[src/rtl/axis_join_ctrl_if.sv]
// Handshake bundle for the four-channel beam-sum join controller.
// Carries the per-channel valid/last/ready and the single joined
// valid/last/ready pair toward the adder.
//   slave  : the join controller (consumes channel valid/last, drives readies)
//   master : the surrounding stream sources and adder
interface axis_join_ctrl_if #(
  parameter int N_CH = 4
);
  logic [N_CH-1:0] s_tvalid;
  logic [N_CH-1:0] s_tlast;
  logic [N_CH-1:0] s_tready;
  logic            m_tvalid;
  logic            m_tlast;
  logic            m_tready;

  modport slave (
    input  s_tvalid,
    input  s_tlast,
    input  m_tready,
    output s_tready,
    output m_tvalid,
    output m_tlast
  );

  modport master (
    output s_tvalid,
    output s_tlast,
    output m_tready,
    input  s_tready,
    input  m_tvalid,
    input  m_tlast
  );
endinterface

[src/rtl/axis_join_ctrl.sv]
// Frame-aligning join controller for the four-channel beam-sum adder.
// Drains every channel to a frame boundary (FLUSH) before joining, then
// consumes one beat from all channels at once (RUN) only when every channel
// has a beat and the adder is ready. A beat whose tlast bits disagree across
// channels is a framing error: it is counted, pulsed on sync_lost, and the
// controller re-flushes so sums always come from time-aligned frames.
//
// Optional feature macro: AXIS_JOIN_LEN_CHECK_EN
//   When defined, a coherent tlast that arrives at any beat other than
//   FRAME_LEN-1, or a missing tlast at beat FRAME_LEN-1, is also a framing
//   error. When undefined, only tlast coherence is checked and beat_cnt
//   wraps naturally.
module axis_join_ctrl #(
  parameter int N_CH      = 4,
  parameter int FRAME_LEN = 256,
  parameter int CNT_WIDTH = 16
) (
  input  logic                 clock,
  input  logic                 resetn,
  input  logic                 enable,
  axis_join_ctrl_if.slave      bus,
  output logic [1:0]           state,
  output logic [CNT_WIDTH-1:0] beat_cnt,
  output logic [CNT_WIDTH-1:0] err_cnt,
  output logic                 sync_lost
);

  typedef enum logic [1:0] {
    ST_IDLE  = 2'd0,
    ST_FLUSH = 2'd1,
    ST_RUN   = 2'd2
  } state_t;

  localparam logic [CNT_WIDTH-1:0] CNT_ZERO = {CNT_WIDTH{1'b0}};
  localparam logic [CNT_WIDTH-1:0] CNT_ONE  = {{(CNT_WIDTH-1){1'b0}}, 1'b1};

  // A frame shorter than two beats cannot distinguish first from last beat.
  if (FRAME_LEN < 2) begin : g_frame_len_bad
    $error("axis_join_ctrl: FRAME_LEN must be at least 2");
  end

  // Saturating increment for the framing-error counter.
  function automatic logic [CNT_WIDTH-1:0] sat_inc(input logic [CNT_WIDTH-1:0] v);
    logic [CNT_WIDTH-1:0] r;
    if (&v) begin
      r = v;
    end else begin
      r = v + CNT_ONE;
    end
    return r;
  endfunction

  state_t               state_r, state_nxt_s;
  logic [N_CH-1:0]      parked_r, parked_nxt_s;
  logic [CNT_WIDTH-1:0] beat_cnt_r, beat_cnt_nxt_s;
  logic [CNT_WIDTH-1:0] err_cnt_r, err_cnt_nxt_s;
  logic                 sync_lost_r, sync_lost_nxt_s;
  logic                 stop_pending_r, stop_pending_nxt_s;

  logic [N_CH-1:0]      s_tready_s;
  logic                 m_tvalid_s;
  logic                 m_tlast_s;
  logic                 fire_s;
  logic                 all_last_s;
  logic                 no_last_s;
  logic                 len_err_s;
  logic                 frame_err_s;

  // Handshake outputs: combinational from registered state and live inputs.
  always_comb begin
    s_tready_s = {N_CH{1'b0}};
    m_tvalid_s = 1'b0;
    m_tlast_s  = 1'b0;
    fire_s     = 1'b0;
    case (state_r)
      ST_IDLE: begin
        s_tready_s = {N_CH{1'b0}};
      end
      ST_FLUSH: begin
        // Unparked channels are drained; parked ones wait at the boundary.
        s_tready_s = ~parked_r;
      end
      ST_RUN: begin
        // All-or-none consumption keeps channels beat-aligned.
        m_tvalid_s = &bus.s_tvalid;
        m_tlast_s  = bus.s_tlast[0];
        fire_s     = m_tvalid_s & bus.m_tready;
        s_tready_s = {N_CH{fire_s}};
      end
      default: begin
        s_tready_s = {N_CH{1'b0}};
      end
    endcase
  end

  // Framing-error decode for the beat being joined this cycle.
  always_comb begin
    all_last_s = &bus.s_tlast;
    no_last_s  = ~|bus.s_tlast;
`ifdef AXIS_JOIN_LEN_CHECK_EN
    if (beat_cnt_r == CNT_WIDTH'(FRAME_LEN - 1)) begin
      len_err_s = no_last_s;
    end else begin
      len_err_s = all_last_s;
    end
`else
    len_err_s = 1'b0;
`endif
    frame_err_s = fire_s & (~(all_last_s | no_last_s) | len_err_s);
  end

  // Next-state and counter update logic for the IDLE/FLUSH/RUN controller.
  always_comb begin
    state_nxt_s        = state_r;
    parked_nxt_s       = parked_r;
    beat_cnt_nxt_s     = beat_cnt_r;
    err_cnt_nxt_s      = err_cnt_r;
    sync_lost_nxt_s    = 1'b0;
    stop_pending_nxt_s = stop_pending_r;
    case (state_r)
      ST_IDLE: begin
        if (enable) begin
          state_nxt_s  = ST_FLUSH;
          parked_nxt_s = {N_CH{1'b0}};
        end else begin
          state_nxt_s  = ST_IDLE;
        end
      end
      ST_FLUSH: begin
        if (!enable) begin
          state_nxt_s        = ST_IDLE;
          parked_nxt_s       = {N_CH{1'b0}};
          stop_pending_nxt_s = 1'b0;
        end else if (&parked_r) begin
          // Every channel sits at a frame boundary: start joining.
          state_nxt_s        = ST_RUN;
          parked_nxt_s       = {N_CH{1'b0}};
          beat_cnt_nxt_s     = CNT_ZERO;
          stop_pending_nxt_s = 1'b0;
        end else begin
          parked_nxt_s = parked_r | (bus.s_tvalid & s_tready_s & bus.s_tlast);
        end
      end
      ST_RUN: begin
        if (frame_err_s) begin
          // Error outranks a pending stop; channels that just saw tlast
          // are already at their boundary.
          state_nxt_s        = ST_FLUSH;
          parked_nxt_s       = bus.s_tlast;
          beat_cnt_nxt_s     = CNT_ZERO;
          err_cnt_nxt_s      = sat_inc(err_cnt_r);
          sync_lost_nxt_s    = 1'b1;
          stop_pending_nxt_s = 1'b0;
        end else if (fire_s) begin
          if (all_last_s) begin
            beat_cnt_nxt_s = CNT_ZERO;
            if (stop_pending_r || !enable) begin
              state_nxt_s        = ST_IDLE;
              stop_pending_nxt_s = 1'b0;
            end else begin
              state_nxt_s        = ST_RUN;
            end
          end else begin
            beat_cnt_nxt_s = beat_cnt_r + CNT_ONE;
            if (!enable) begin
              stop_pending_nxt_s = 1'b1;
            end else begin
              stop_pending_nxt_s = stop_pending_r;
            end
          end
        end else begin
          if (!enable && (beat_cnt_r == CNT_ZERO)) begin
            state_nxt_s        = ST_IDLE;
            stop_pending_nxt_s = 1'b0;
          end else if (!enable) begin
            stop_pending_nxt_s = 1'b1;
          end else begin
            stop_pending_nxt_s = stop_pending_r;
          end
        end
      end
      default: begin
        state_nxt_s        = ST_IDLE;
        parked_nxt_s       = {N_CH{1'b0}};
        beat_cnt_nxt_s     = CNT_ZERO;
        stop_pending_nxt_s = 1'b0;
      end
    endcase
  end

  // State and counter registers; reset abandons any partial frame at once.
  always_ff @(posedge clock or negedge resetn) begin
    if (!resetn) begin
      state_r        <= ST_IDLE;
      parked_r       <= {N_CH{1'b0}};
      beat_cnt_r     <= CNT_ZERO;
      err_cnt_r      <= CNT_ZERO;
      sync_lost_r    <= 1'b0;
      stop_pending_r <= 1'b0;
    end else begin
      state_r        <= state_nxt_s;
      parked_r       <= parked_nxt_s;
      beat_cnt_r     <= beat_cnt_nxt_s;
      err_cnt_r      <= err_cnt_nxt_s;
      sync_lost_r    <= sync_lost_nxt_s;
      stop_pending_r <= stop_pending_nxt_s;
    end
  end

  assign bus.s_tready = s_tready_s;
  assign bus.m_tvalid = m_tvalid_s;
  assign bus.m_tlast  = m_tlast_s;
  assign state        = state_r;
  assign beat_cnt     = beat_cnt_r;
  assign err_cnt      = err_cnt_r;
  assign sync_lost    = sync_lost_r;

endmodule
[src/flat_wrapper.sv]
// flat-port wrapper written by rule: the top's interface ports become plain ports
module axis_join_ctrl_flat 
#(
  parameter int N_CH      = 4,
  parameter int FRAME_LEN = 256,
  parameter int CNT_WIDTH = 16
)
  (clock, resetn, enable, state, beat_cnt, err_cnt, sync_lost, bus_s_tvalid, bus_s_tlast, bus_m_tready, bus_s_tready, bus_m_tvalid, bus_m_tlast);
  axis_join_ctrl_if #(.N_CH(N_CH)) bus_i ();
  input  logic clock;
  input  logic resetn;
  input  logic enable;
  output logic [1:0] state;
  output logic [CNT_WIDTH-1:0] beat_cnt;
  output logic [CNT_WIDTH-1:0] err_cnt;
  output logic sync_lost;
  input wire logic [$bits(bus_i.s_tvalid)-1:0] bus_s_tvalid;
  input wire logic [$bits(bus_i.s_tlast)-1:0] bus_s_tlast;
  input wire logic [$bits(bus_i.m_tready)-1:0] bus_m_tready;
  output wire logic [$bits(bus_i.s_tready)-1:0] bus_s_tready;
  output wire logic [$bits(bus_i.m_tvalid)-1:0] bus_m_tvalid;
  output wire logic [$bits(bus_i.m_tlast)-1:0] bus_m_tlast;
  assign bus_i.s_tvalid = bus_s_tvalid;
  assign bus_i.s_tlast = bus_s_tlast;
  assign bus_i.m_tready = bus_m_tready;
  assign bus_s_tready = bus_i.s_tready;
  assign bus_m_tvalid = bus_i.m_tvalid;
  assign bus_m_tlast = bus_i.m_tlast;
  axis_join_ctrl #(.N_CH(N_CH), .FRAME_LEN(FRAME_LEN), .CNT_WIDTH(CNT_WIDTH)) u_core (.clock(clock), .resetn(resetn), .enable(enable), .bus(bus_i), .state(state), .beat_cnt(beat_cnt), .err_cnt(err_cnt), .sync_lost(sync_lost));
endmodule
[config.mk]
export PLATFORM = sky130hd
export DESIGN_NAME = axis_join_ctrl_flat
export DESIGN_NICKNAME = d
export VERILOG_FILES = /design/src/rtl/axis_join_ctrl_if.sv /design/src/rtl/axis_join_ctrl.sv /design/src/flat_wrapper.sv
export SDC_FILE = /design/constraint.sdc
export NUM_CORES = 1
export LEC_CHECK = 0
export ABC_AREA = 1
export BUFFER_PORTS_ARGS = -buffer_cell sky130_fd_sc_hd__buf_2
export CORE_MARGIN = 4
export CORE_UTILIZATION = 35
export CTS_CLUSTER_DIAMETER = 120
export DETAILED_ROUTE_END_ITERATION = 16
export HOLD_SLACK_MARGIN = 0.05
export PLACE_DENSITY_LB_ADDON = 0.08
export SLEW_MARGIN = 25
export SYNTH_ARGS = -nofsm -noshare
export SYNTH_HDL_FRONTEND = slang
export SYNTH_SLANG_ARGS = --single-unit
[constraint.sdc]
create_clock -name clock -period 2.1 [get_ports clock]
set_input_delay 0 -clock clock [delete_from_list [all_inputs] [get_ports clock]]
set_output_delay 0 -clock clock [all_outputs]
set_load 0.05 [all_outputs]
# Word-level counts from Yosys, hierarchy flattened
# Cells that the tools add are included.
# classes
n_addsub	2
eq_ne	11
mux	35
bitwise	10
reduce_logical	16
# ops
op	count
two-way mux 16 bit	5
case mux 16 bit (3 select lines)	1
adder 16 x 1 -> 16 bit (second input constant)	2
zero test 16 bit	1
two-way mux 4 bit	4
AND reduction 16 bit	1
AND reduction 4 bit	4
two-way mux 1 bit	14
two-way mux 2 bit	7
case mux 4 bit (3 select lines)	1
AND reduction 3 bit	3
AND 4 bit	2
case mux 4 bit (2 select lines)	1
case mux 2 bit (3 select lines)	1
!= test 5 bit (second input constant)	1
!= test 2 x 1 -> 1 bit (second input constant)	2
!= test 2 bit (second input constant)	2
!= test 4 x 1 -> 1 bit (second input constant)	1
!= test 4 bit (second input constant)	1
NOT 4 bit	1
OR 4 bit	1
OR reduction 4 bit	1
!= test 3 x 1 -> 1 bit (second input constant)	1
!= test 3 x 2 -> 1 bit (second input constant)	1
11 further kinds	15
# totals
regBits	40
output_inout_bits	41

# Logic depth before layout (Yosys ltp)
# depth
ltp_word	9
depth_mapped	11
mapped_depth_nobuf	10

# Worst setup path before layout
# No wires, ideal clock.
# synth_timing
kind	flip-flop to output port
from	register u_core.state_r[1] (netlist: u_core.state[1])
to	output bus_m_tvalid
arrival_time_ns	2.170
required_ns	2.100
setup_slack_ns	-0.070
path_stages_with_launch	4
path_cell_list	dfrtp_1 -> ha_1 -> inv_1 -> nor3_1
# synth_between
elab_chain_len	2
# synth_rtl
element	line_no	text
start, declared	axis_join_ctrl.sv:53	state_t state_r, state_nxt_s;
start signal, assigned	axis_join_ctrl.sv:201	state_r <= state_nxt_s;
equality test 2 bit	axis_join_ctrl.sv:75	case (state_r)
two-way mux 1 bit	axis_join_ctrl.sv:75	
end, declared	flat_wrapper.sv:21	output wire logic [$bits(bus_i.m_tvalid)-1:0] bus_m_tvalid;
# Every way passes these cells.

# Worst setup path in the final report
# layout_timing
from	register u_core.state_r[1] (netlist: u_core.state[1])
to	register u_core.beat_cnt_r[11] (netlist: u_core.beat_cnt[11])
# layout_between
elab_chain_len	5
# layout_rtl
element	line_no	text
equality test 2 bit	axis_join_ctrl.sv:75, axis_join_ctrl.sv:120	
two-way mux 1 bit	axis_join_ctrl.sv:75	
AND 1 bit	axis_join_ctrl.sv:109	frame_err_s = fire_s & (~(all_last_s | no_last_s) | len_err_s);
!= test 3 x 1 -> 1 bit (no line) or two-way mux 16 bit (tied branches)	-	
AND reduction 4 bit (no line) or case mux 16 bit (3 select lines) (tied branches)	-	
end signal, assigned	axis_join_ctrl.sv:203	beat_cnt_r <= beat_cnt_nxt_s;
end, declared	axis_join_ctrl.sv:55	logic [CNT_WIDTH-1:0] beat_cnt_r, beat_cnt_nxt_s;
# Parallel ways exist; a longest one is shown, timed or not.
# A chain may end at the register's enable or synchronous reset.

==> summary.md <==
| Metric | Value |
|---|---|
| Unique cell type count in the Yosys netlist | 29 |
| Die area | 9308 um2 |
| Final worst hold slack | 0.07131 ns |
| Hold Path Depth | 3 |
| Rows | 32 |
| Critical-path maximum fanout | 9 |
| First-pass GRT wire length | 11.67 mm |
| Hold Path End | u_core.sync_lost$_DFF_PN0_ |
| DRC viols | 0 |
| Final Hold Fails | 0 |
| All-layer global routing usage | 0.1594 |
| # nets final | 479 |
| Status | complete, no violations |
| Sequential-to-total area share from yosys stat | 0.3653 |
| CTS Buf Count | 5 |
| Leak | 1.804 nW |
| Post-Syn Nets | 422 |
| Io pins | 53 |
| Core area | 7687 um2 |
| Main synth FF type | dfrtp_1 |
| WL final | 6.961 mm |
| Setup crit start kind | flop |
| Setup CP Type | flop to flop |
| Total grt overflow | 0 |
| Post-route cell area | 3207 um2 |
| Root Buffer | clkbuf_8 |
| Area grow syn2layout | 17.03% |
| Non-Filler Instances | 560 |
| Worst-Skew Late Latency | 0.29 ns |
| H-Tree Depth | 2 |
| Vias | 2,620 |
| Antenna Cells | 0 |
| Wire per inst | 12.43 um |
| Pre-antenna DRT Iters | 4 |
| Hold Path Origin | bus_m_tready |
| Critical R2R Capture | u_core.beat_cnt[11]$_DFFE_PN0P_ |
| CTS Buffer Depth | 2 |
| Clk_skew | 0.01204 ns |
| Slew headroom | 0.6405 |
| R2R Setup Slk | 0.26 ns |
| TritonCTS clock tree | yes |
| Final Util | 0.4172 |
| Worst Path Arrival | 2.00 ns |
| Worst-path clk slew | 0.08 ns |
| # clock sinks | 40 |
| Crit path required time | 2.27 ns |
| Syn. warnings | 0 |
| Initial Util | 0.3564 |
| Pin count of the biggest net entering global routing | 41 |
| Fin crit period | 1.836 ns |
| ANT nets after route | 0 |
| Maximum Capacitance Violations | 0 |
| RSZ-0062 raised after global routing | no |
| Setup Buffers After CTS | 0 |
| Peak Freq | 0.5448 GHz |
| Cell Area, Placed | 3126 um2 |
| Via density | 4.679 |
| Post-Syn Instances | 403 |
| Synthesized flop and latch total | 40 |
| R2R Path Start | u_core.state[1]$_DFFE_PN0P_ |
| Initial antenna violation count | 0 |
| Slew @ Worst Pin | 0.5393 ns |
| Worst vdd ir | 0.4414 mV |
| Crit. End Element | flop |
| Setup-failing EPs final | 0 |
| R2R cell count | 8 |
| Chip width | 96.48 um |
| Slew Viols, Final | 0 |
| Final worst path period share | 0.8741 |
| PD cells | 766.1 nW/um2 |
| DP Cell Count | 554 |
| Layout cells sized above 1 | 0.1747 |
| Number of flops mapped to enable cells by yosys | 0 |
| Post-Route Setup TNS | 0 ns |
| Async SR Flop Fraction | 1.000 |
| Vias in the first global route | 2,404 |
| Synth Area per Inst | 6.799 um2 |
| Port Buffers | 52 |
| Class of the worst hold path | input pin to flop |
| Synth Cell Area | 2740 um2 |
| Detailed placer's ending HPWL | 5.334 mm |
| Initial drt markers | 116 |
| Die Height | 96.48 um |
| GPL Wtd Cong | 0.8215 |
[final cells by class]
cell class | instances | area [um2]
sequential | 40 | 1001
fill | 873 | 4481
timing repair buffer | 61 | 332.8
tap | 102 | 127.6
clock buffer | 5 | 68.82
inverter | 50 | 187.7
multi-input combinational | 302 | 1489
[cell usage in the layout (no fill, tap or decap), types with 3 or more instances in the layout]
cell type	netlist	routed
a21oi_1	6	6
buf_2	3	51
buf_4	2	9
clkbuf_8	0	5
dfrtp_1	40	40
ha_1	7	7
inv_1	49	49
nand2_1	146	146
nand3_1	35	35
nand4_1	16	16
nor2_1	38	38
nor2_2	3	3
nor3_1	6	5
o21ai_0	15	15
xnor2_1	10	10
xor2_1	5	5
[worst max-delay path, cell delays in order, from the launching register on]
cell,delay [ns]
dfrtp_1,0.42
inv_1,0.08
ha_1,0.30
nand2_1,0.11
nand2_1,0.06
nor2_2,0.29
nand2_1,0.14
inv_1,0.21
nor2_1,0.08
[sequential cells by signal, indices dropped and copies added, names as in the netlist]
name	flops
u_core.beat_cnt	16
u_core.err_cnt	16
u_core.sync_lost	1
u_core.stop_pending_r	1
u_core.parked_r	4
u_core.state	2
[synth_stat cells, drive strengths merged, types with 4 or more instances]
cell	number	area share
nand2	148	0.20
inv	50	0.068
nor2	43	0.067
dfrtp	40	0.37
nand3	36	0.068
o21ai	18	0.034
nand4	17	0.044
xnor2	10	0.032
nor3	8	0.023
buf	7	0.019
ha	7	0.032
a21oi	6	0.011
xor2	5	0.016
clkbuf	4	0.0055
[power breakdown]
group | internal (W) | switching (W)
combinational | 0.000300 | 0.000813
clock | 0.000215 | 0.000258
sequential | 0.000818 | 0.0000524
[metal layers]
layer	track usage	vias up	part of all wire
li1	-	1376	-
met1	0.2294	1176	0.51
met2	0.2494	64	0.43
met3	0.02634	4	0.054
met4	0.03855	0	0.0073
met5	0	-	0
[cells by family after synthesis]
| logic type | count (synthesis) | synth area share |
|---|---|---|
| buffers and inverters | 61 | 0.09315 |
| AOI/OAI and AO/OA | 26 | 0.05023 |
| DFF | 40 | 0.3653 |
| and+or+nand+nor | 254 | 0.4114 |
| xor gates and xnor gates | 15 | 0.04794 |
| adders and majority gates | 7 | 0.03196 |
[how the worst max path moves through the flow]
| stage | from | end | slack [ns] | cells past startpoint |
|---|---|---|---|---|
| 2_1_floorplan | u_core.state[1]$_DFFE_PN0P_ | bus_s_tready[0] | 0.006 | 4 |
| 3_3_place_gp | u_core.state[1]$_DFFE_PN0P_ | u_core.beat_cnt[12]$_DFFE_PN0P_ | 0.29 | 8 |
| 3_5_place_dp | u_core.state[1]$_DFFE_PN0P_ | u_core.beat_cnt[14]$_DFFE_PN0P_ | 0.27 | 8 |
| 4_1_cts | u_core.state[1]$_DFFE_PN0P_ | u_core.beat_cnt[11]$_DFFE_PN0P_ | 0.24 | 8 |
| 5_1_grt | u_core.state[0]$_DFFE_PN0P_ | u_core.err_cnt[9]$_DFFE_PN0P_ | 0.05 | 8 |
| 6_report | u_core.state[1]$_DFFE_PN0P_ | u_core.beat_cnt[11]$_DFFE_PN0P_ | 0.26 | 8 |
[stage by stage]
stage	setup WS (ns)	total power [W]
2_1_floorplan	0.005849	0.001687
3_3_place_gp	0.2926	0.002003
3_5_place_dp	0.2684	0.002002
4_1_cts	0.2427	0.002496
5_1_grt	0.04770	0.002650
6_report	0.2643	0.002457
[timing repair]
action                                 4_1_cts  5_1_grt
setup endpoints to repair                    0        0
resized for setup                            0        0
hold buffers                                 1        0
endpoints found under the hold margin       40        0
Power figures use the tool's default switching activity.
